File: src/rtl/watch_time_set_cnt_pkg.sv
// Shared encodings and limits for the watch time-keeping core.
// Mode and field-select encodings plus field wrap limits.
package watch_time_set_cnt_pkg;

    typedef enum logic {
        MODE_CLOCK = 1'b0,
        MODE_SETUP = 1'b1
    } mode_t;

    typedef enum logic [1:0] {
        POS_SEC  = 2'd0,
        POS_MIN  = 2'd1,
        POS_HOUR = 2'd2
    } pos_t;

    localparam logic [5:0] SEC_MAX  = 6'd59;
    localparam logic [5:0] MIN_MAX  = 6'd59;
    localparam logic [4:0] HOUR_MAX = 5'd23;

    // Field selector rotates SEC -> MIN -> HOUR -> SEC.
    function automatic pos_t pos_step(input pos_t p);
        pos_t r;
        unique case (p)
            POS_SEC: r = POS_MIN;
            POS_MIN: r = POS_HOUR;
            default: r = POS_SEC;
        endcase
        return r;
    endfunction

endpackage

File: src/rtl/watch_time_set_cnt_if.sv
// Bundle between the watch core and its neighbours.
// Master drives tick/buttons and reads time; slave is the core.
interface watch_time_set_cnt_if;

    logic       i_tick_1hz;
    logic       i_sw_mode;
    logic       i_sw_pos;
    logic       i_sw_inc;
    logic [5:0] o_sec;
    logic [5:0] o_min;
    logic [4:0] o_hour;
    logic       o_mode;
    logic [1:0] o_pos;

    modport master (
        output i_tick_1hz, i_sw_mode, i_sw_pos, i_sw_inc,
        input  o_sec, o_min, o_hour, o_mode, o_pos
    );

    modport slave (
        input  i_tick_1hz, i_sw_mode, i_sw_pos, i_sw_inc,
        output o_sec, o_min, o_hour, o_mode, o_pos
    );

endinterface

File: src/rtl/watch_time_set_cnt_btn_debounce.sv
// Synchronize and debounce one active-low button.
// Emits a single-cycle pulse when the debounced level falls.
module btn_debounce #(
    parameter int DEB_CYC = 1000000,
    parameter int DEB_W   = 20
) (
    input  logic clk,
    input  logic rst_n,
    input  logic i_sw,
    output logic o_press
);

    localparam logic [DEB_W-1:0] CNT_LAST = DEB_W'(DEB_CYC - 1);

    logic             sync1;
    logic             sync2;
    logic             deb;
    logic [DEB_W-1:0] cnt;
    logic             hit;

    assign hit = (sync2 != deb) && (cnt == CNT_LAST);

    // Two-flop synchronizer; idle level is released (1).
    always_ff @(posedge clk or negedge rst_n) begin
        if (!rst_n) begin
            sync1 <= 1'b1;
            sync2 <= 1'b1;
        end else begin
            sync1 <= i_sw;
            sync2 <= sync1;
        end
    end

    // Accept a new level only after it stays stable long enough.
    always_ff @(posedge clk or negedge rst_n) begin
        if (!rst_n) begin
            deb <= 1'b1;
            cnt <= '0;
        end else if (sync2 == deb) begin
            cnt <= '0;
        end else if (hit) begin
            deb <= sync2;
            cnt <= '0;
        end else begin
            cnt <= cnt + 1'b1;
        end
    end

    // Pulse on the accepted 1->0 edge only; releases are silent.
    always_ff @(posedge clk or negedge rst_n) begin
        if (!rst_n) begin
            o_press <= 1'b0;
        end else begin
            o_press <= hit & ~sync2;
        end
    end

endmodule

File: src/rtl/watch_time_set_cnt.sv
// Watch time-keeping core: CLOCK/SETUP mode FSM and h:m:s counters.
// Buttons are debounced here; the display stage consumes binary time.
module watch_time_set_cnt
    import watch_time_set_cnt_pkg::*;
#(
    parameter int DEB_CYC = 1000000,
    parameter int DEB_W   = 20
) (
    input  logic                 clk,
    input  logic                 rst_n,
    watch_time_set_cnt_if.slave  bus
);

    mode_t      state;
    mode_t      state_n;
    pos_t       pos;
    pos_t       pos_n;
    logic [5:0] sec;
    logic [5:0] sec_n;
    logic [5:0] minute;
    logic [5:0] minute_n;
    logic [4:0] hour;
    logic [4:0] hour_n;
    logic       mode_p;
    logic       pos_p;
    logic       inc_p;

    btn_debounce #(.DEB_CYC(DEB_CYC), .DEB_W(DEB_W)) u_deb_mode (
        .clk     (clk),
        .rst_n   (rst_n),
        .i_sw    (bus.i_sw_mode),
        .o_press (mode_p)
    );

    btn_debounce #(.DEB_CYC(DEB_CYC), .DEB_W(DEB_W)) u_deb_pos (
        .clk     (clk),
        .rst_n   (rst_n),
        .i_sw    (bus.i_sw_pos),
        .o_press (pos_p)
    );

    btn_debounce #(.DEB_CYC(DEB_CYC), .DEB_W(DEB_W)) u_deb_inc (
        .clk     (clk),
        .rst_n   (rst_n),
        .i_sw    (bus.i_sw_inc),
        .o_press (inc_p)
    );

    // State, field select and time registers.
    always_ff @(posedge clk or negedge rst_n) begin
        if (!rst_n) begin
            state  <= MODE_CLOCK;
            pos    <= POS_SEC;
            sec    <= '0;
            minute <= '0;
            hour   <= '0;
        end else begin
            state  <= state_n;
            pos    <= pos_n;
            sec    <= sec_n;
            minute <= minute_n;
            hour   <= hour_n;
        end
    end

    // Mode toggling and field selection; decisions use the current state.
    always_comb begin
        state_n = state;
        pos_n   = pos;
        unique case (state)
            MODE_CLOCK: begin
                if (mode_p) begin
                    state_n = MODE_SETUP;
                    pos_n   = POS_SEC;
                end
            end
            MODE_SETUP: begin
                if (pos_p) pos_n = pos_step(pos);
                if (mode_p) state_n = MODE_CLOCK;
            end
            default: state_n = MODE_CLOCK;
        endcase
    end

    // Running clock with carries, or per-field set without carries.
    always_comb begin
        sec_n    = sec;
        minute_n = minute;
        hour_n   = hour;
        unique case (state)
            MODE_CLOCK: begin
                if (bus.i_tick_1hz) begin
                    if (sec == SEC_MAX) begin
                        sec_n = '0;
                        if (minute == MIN_MAX) begin
                            minute_n = '0;
                            hour_n   = (hour == HOUR_MAX) ? '0 : hour + 1'b1;
                        end else begin
                            minute_n = minute + 1'b1;
                        end
                    end else begin
                        sec_n = sec + 1'b1;
                    end
                end
            end
            MODE_SETUP: begin
                if (inc_p) begin
                    unique case (pos)
                        POS_SEC:
                            sec_n = (sec == SEC_MAX) ? '0 : sec + 1'b1;
                        POS_MIN:
                            minute_n = (minute == MIN_MAX) ? '0 : minute + 1'b1;
                        POS_HOUR:
                            hour_n = (hour == HOUR_MAX) ? '0 : hour + 1'b1;
                        default: ;
                    endcase
                end
            end
            default: ;
        endcase
    end

    assign bus.o_sec  = sec;
    assign bus.o_min  = minute;
    assign bus.o_hour = hour;
    assign bus.o_mode = state;
    assign bus.o_pos  = pos;

endmodule
File: src/flat_wrapper.sv
// flat-port wrapper written by rule: the top's interface ports become plain ports
module watch_time_set_cnt_flat import watch_time_set_cnt_pkg::*;
#(
    parameter int DEB_CYC = 1000000,
    parameter int DEB_W   = 20
)
  (clk, rst_n, bus_i_tick_1hz, bus_i_sw_mode, bus_i_sw_pos, bus_i_sw_inc, bus_o_sec, bus_o_min, bus_o_hour, bus_o_mode, bus_o_pos);
  watch_time_set_cnt_if bus_i ();
  input  logic clk;
  input  logic rst_n;
  input wire logic [$bits(bus_i.i_tick_1hz)-1:0] bus_i_tick_1hz;
  input wire logic [$bits(bus_i.i_sw_mode)-1:0] bus_i_sw_mode;
  input wire logic [$bits(bus_i.i_sw_pos)-1:0] bus_i_sw_pos;
  input wire logic [$bits(bus_i.i_sw_inc)-1:0] bus_i_sw_inc;
  output wire logic [$bits(bus_i.o_sec)-1:0] bus_o_sec;
  output wire logic [$bits(bus_i.o_min)-1:0] bus_o_min;
  output wire logic [$bits(bus_i.o_hour)-1:0] bus_o_hour;
  output wire logic [$bits(bus_i.o_mode)-1:0] bus_o_mode;
  output wire logic [$bits(bus_i.o_pos)-1:0] bus_o_pos;
  assign bus_i.i_tick_1hz = bus_i_tick_1hz;
  assign bus_i.i_sw_mode = bus_i_sw_mode;
  assign bus_i.i_sw_pos = bus_i_sw_pos;
  assign bus_i.i_sw_inc = bus_i_sw_inc;
  assign bus_o_sec = bus_i.o_sec;
  assign bus_o_min = bus_i.o_min;
  assign bus_o_hour = bus_i.o_hour;
  assign bus_o_mode = bus_i.o_mode;
  assign bus_o_pos = bus_i.o_pos;
  watch_time_set_cnt #(.DEB_CYC(DEB_CYC), .DEB_W(DEB_W)) u_core (.clk(clk), .rst_n(rst_n), .bus(bus_i));
endmodule
File: config.mk
export PLATFORM = sky130hd
export DESIGN_NAME = watch_time_set_cnt_flat
export DESIGN_NICKNAME = d
export VERILOG_FILES = /design/src/rtl/watch_time_set_cnt_pkg.sv /design/src/rtl/watch_time_set_cnt_if.sv /design/src/rtl/watch_time_set_cnt_btn_debounce.sv /design/src/rtl/watch_time_set_cnt.sv /design/src/flat_wrapper.sv
export SDC_FILE = /design/constraint.sdc
export NUM_CORES = 1
export LEC_CHECK = 0
export CAP_MARGIN = 20
export CORE_ASPECT_RATIO = 1.75
export CORE_MARGIN = 2
export CORE_UTILIZATION = 55
export CTS_CLUSTER_DIAMETER = 30
export DETAILED_ROUTE_END_ITERATION = 12
export GPL_ROUTABILITY_DRIVEN = 0
export PLACE_DENSITY_LB_ADDON = 0.25
export SYNTH_ARGS = -nofsm -noshare
export SYNTH_HDL_FRONTEND = slang
export SYNTH_SLANG_ARGS = --single-unit
File: constraint.sdc
create_clock -name clk -period 2.7 [get_ports clk]
set_input_delay 0.405 -clock clk [delete_from_list [all_inputs] [get_ports clk]]
set_output_delay 0.405 -clock clk [all_outputs]
set_load 0.05 [all_outputs]
==> reports/qor.txt <==
Outcome: finished, final reports clean
Post-Route Utilization: 65.65%
Power Total: 0.003447 W
Asr flop ratio synth: 100.0%
Slowest-stage cell, CP: o41ai_4
Die X: 72.54 um
Clock-pin slew on the worst setup and hold paths: 0.06 ns
Logic gate share of total power: 13.5%
Starting density of the core: 56.79%
Worst slack, placed: 0.6145 ns
Via count: 3398
Vias in the first global route: 3303
Worst path required time: 2.93 ns
Worst path arrival time: 2.38 ns
Pwr dens: 659.4 mW/mm^2
Syn Std Cell Area: 0.004522 mm^2
Post-synthesis register bit count: 92
Final Critical Period: 2.150 ns
Startpoint Class: flop
Global-route wire length before repair: 14630 um
Seq/Total Area, Yosys: 51.16%
Crit. End Element: flop
Hold buffer count at cts: 0
Critical path peak fanout: 11
NetSw: 0.0008996 W
Drt initial violations: 217
Clock Root Buffer: clkbuf_16
Worst-margin pin slew: 0.6589 ns
Floorplan core area: 0.007963 mm^2
WL final: 8454 um
Max Clk Rate: 0.4652 GHz
Clk pwr share: 42.0%
DRC: 0
Avg WL per Cell: 14.88 um
Mean Syn Cell Area: 10.21 um^2
Slack of the critical path: 0.5503 ns
Share of power burned in registers: 44.4%
Buf/Inv on CP: 1
Final Setup Violations: 0
Cell row count: 43
RSZ-0062 raised after global routing: no
Synth Warn #: 0
Final Hold Viols: 0
Final period utilization: 79.62%
Worst hold path class: primary input to async pin
Synth cell types: 49
Clk Latency, worst-skew pair: 0.34 ns
CTS Sinks: 92
TritonCTS Buffers: 9
Final Skew: 0.007958 ns
Post-DRT Antenna Nets: 0
Max IR drop VDD: 0.5191 mV
Pin count of the biggest net entering global routing: 52
Max Slew Vio Count: 0
Max-Cap Viols: 0
N_diodes: 0
Ys flop type: dfrtp_1
CTS tree: built
Worst hold margin: 0.09238 ns
Layout cell share with drive strength beyond 1: 10.46%
Initial antenna violation count: 0
Die ar.: 0.008991 mm^2
GRT Util Overall: 20.69%
Buffers on Ports: 25
Cells after Synth: 443
Die height: 124.0 um
Setup TNS: 0 ns
Switching share of power: 26.10%
Via density: 5.982
CTS H-tree lvls: 3
Pleak: 2.130 nW
Total gr overflow: 0
Fill cells: 648
Area growth from synthesis to layout: 15.61%
Syn Nets: 455
Post-CTS Setup Bufs: 0
Ports: 26
WS Path Type: flop to flop
EDFF count, synth: 0
Internal power: 0.002547 W
CTS max path bufs: 2
Largest stage delay on the critical path: 0.63 ns
DP Wirelength: 5923 um
Top delay family on crit path: compound AO/OA/AOI/OAI gates
TritonRoute pass-1 iters: 4
Final net count: 485
CP Cell Sequence: ha_1, and4_1, nand2_1, o41ai_4, buf_4, nor2_1
Relative slew slack: 56.07%
Post-CTS Resized: 0
## final cells by class
type / instances / area [um^2] / share of cell area, %
repair buffers: 29 / 290.3 / 5.553
clock inverters: 6 / 111.4 / 2.130
inverters: 15 / 56.30 / 1.077
clock buffers: 10 / 239.0 / 4.572
multi-input cells: 326 / 2105 / 40.26
well taps: 90 / 112.6 / 2.154
flip-flops and latches: 92 / 2313 / 44.26
## flip-flops by register name, indices dropped and copies added (netlist names), 2 cells and up
| register | count |
|---|---|
| u_core.bus.o_pos | 2 |
| u_core.u_deb_pos.cnt | 20 |
| u_core.u_deb_mode.cnt | 20 |
| u_core.bus.o_hour | 5 |
| u_core.u_deb_inc.cnt | 20 |
| u_core.bus.o_sec | 6 |
| u_core.bus.o_min | 6 |
## cell usage after synthesis, types with 2 or more instances
library cell | instances | area (um^2)
nor2_1 | 45 | 168.9
a21boi_0 | 2 | 15.01
o21ai_0 | 21 | 105.1
a22o_1 | 2 | 17.52
nand2b_1 | 4 | 25.02
and3_1 | 8 | 50.05
mux2_2 | 13 | 146.4
and2_1 | 2 | 12.51
nor3_1 | 9 | 45.04
o2bb2ai_1 | 2 | 17.52
nand3_1 | 28 | 140.1
dfrtp_1 | 83 | 2077
dfstp_2 | 9 | 236.5
xnor2_1 | 17 | 148.9
or4b_1 | 2 | 20.02
nand2_1 | 30 | 112.6
ha_1 | 6 | 75.07
nor4_1 | 4 | 25.02
or3_1 | 15 | 93.84
or4_1 | 15 | 112.6
buf_2 | 5 | 25.02
nand3b_1 | 2 | 15.01
clkbuf_1 | 4 | 15.01
and4_1 | 3 | 26.28
nor3b_1 | 4 | 30.03
xor2_1 | 19 | 166.4
nand4_1 | 11 | 68.82
nor2b_1 | 3 | 18.77
nor4b_1 | 4 | 35.03
inv_1 | 15 | 56.30
and4b_1 | 2 | 20.02
o31ai_1 | 11 | 82.58
a21oi_1 | 27 | 135.1
## path summary, 6_finish.rpt
| kind | slack, ns | start | cells after the start | to |
|---|---|---|---|---|
| max | 0.55 | u_core.u_deb_pos.cnt[0] | 6 | u_core.u_deb_pos.cnt[2] |
| min | 0.09 | rst_n | 1 | u_core.u_deb_pos.cnt[12] |
| max reg2reg | 0.55 | u_core.u_deb_pos.cnt[0] | 6 | u_core.u_deb_pos.cnt[2] |
| min reg2reg | 0.35 | u_core.u_deb_inc.sync1 | 0 | u_core.u_deb_inc.sync2 |
| max in group asynchronous | 1.90 | rst_n | 2 | u_core.u_deb_inc.sync1 |
| min in group clk | 0.35 | u_core.u_deb_inc.sync1 | 0 | u_core.u_deb_inc.sync2 |
## cell families after synthesis
group,synth area share [%]
flip-flops,51.16
XOR/XNOR,6.973
adder cells (fa/ha/maj),1.660
buffers and inverters,2.296
multiplexers,3.237
AND/OR/NAND/NOR,24.32
AO/OA/AOI/OAI,10.35
## metal layers
layer | up-vias | track usage [%] | wire length, um | part of all wire, %
met2 | 42 | 36.14 | 4692 | 56
met4 | 0 | 9.375 | 200 | 2.4
met1 | 1683 | 24.19 | 3387 | 40
met5 | - | 0 | 0 | 0
li1 | 1660 | - | - | -
met3 | 13 | 4.045 | 173 | 2.0
## layout by cell type, fill, tap and decap left out, drive strengths merged, types with 9 or more instances in the layout
cell type / n
dfrtp: 83
nor2: 45
nand2: 30
nand3: 29
a21oi: 28
clkdlybuf4s50: 24
o21ai: 22
xor2: 19
xnor2: 17
or4: 16
inv: 15
or3: 15
mux2: 13
o31ai: 12
nand4: 12
clkbuf: 10
nor3: 9
dfstp: 9
## power by group through the flow
stage,clock (W),combinational (W),sequential [W]
final,0.00145,0.000467,0.00153
after global routing,0.00154,0.000510,0.00154
after CTS,0.00148,0.000474,0.00153
after detailed placement,0,0.000473,0.00156
after global placement,0,0.000464,0.00155
after floorplan,0,0.000140,0.00171
## through the flow
step                cell area, um^2  instances
global placement               4877        552
finish                         5228        568
detailed placement             4877        552
global route                   5228        568
floorplan                      4522        443
CTS                            5228        568
## worst reg2reg max path, stage by stage, from the launching register on
cell and delay, ns:
dfrtp_1 0.40, ha_1 0.28, and4_1 0.24, nand2_1 0.14
o41ai_4 0.63, buf_4 0.28, nor2_1 0.07
Note: power is estimated with default switching activity, not from simulation.
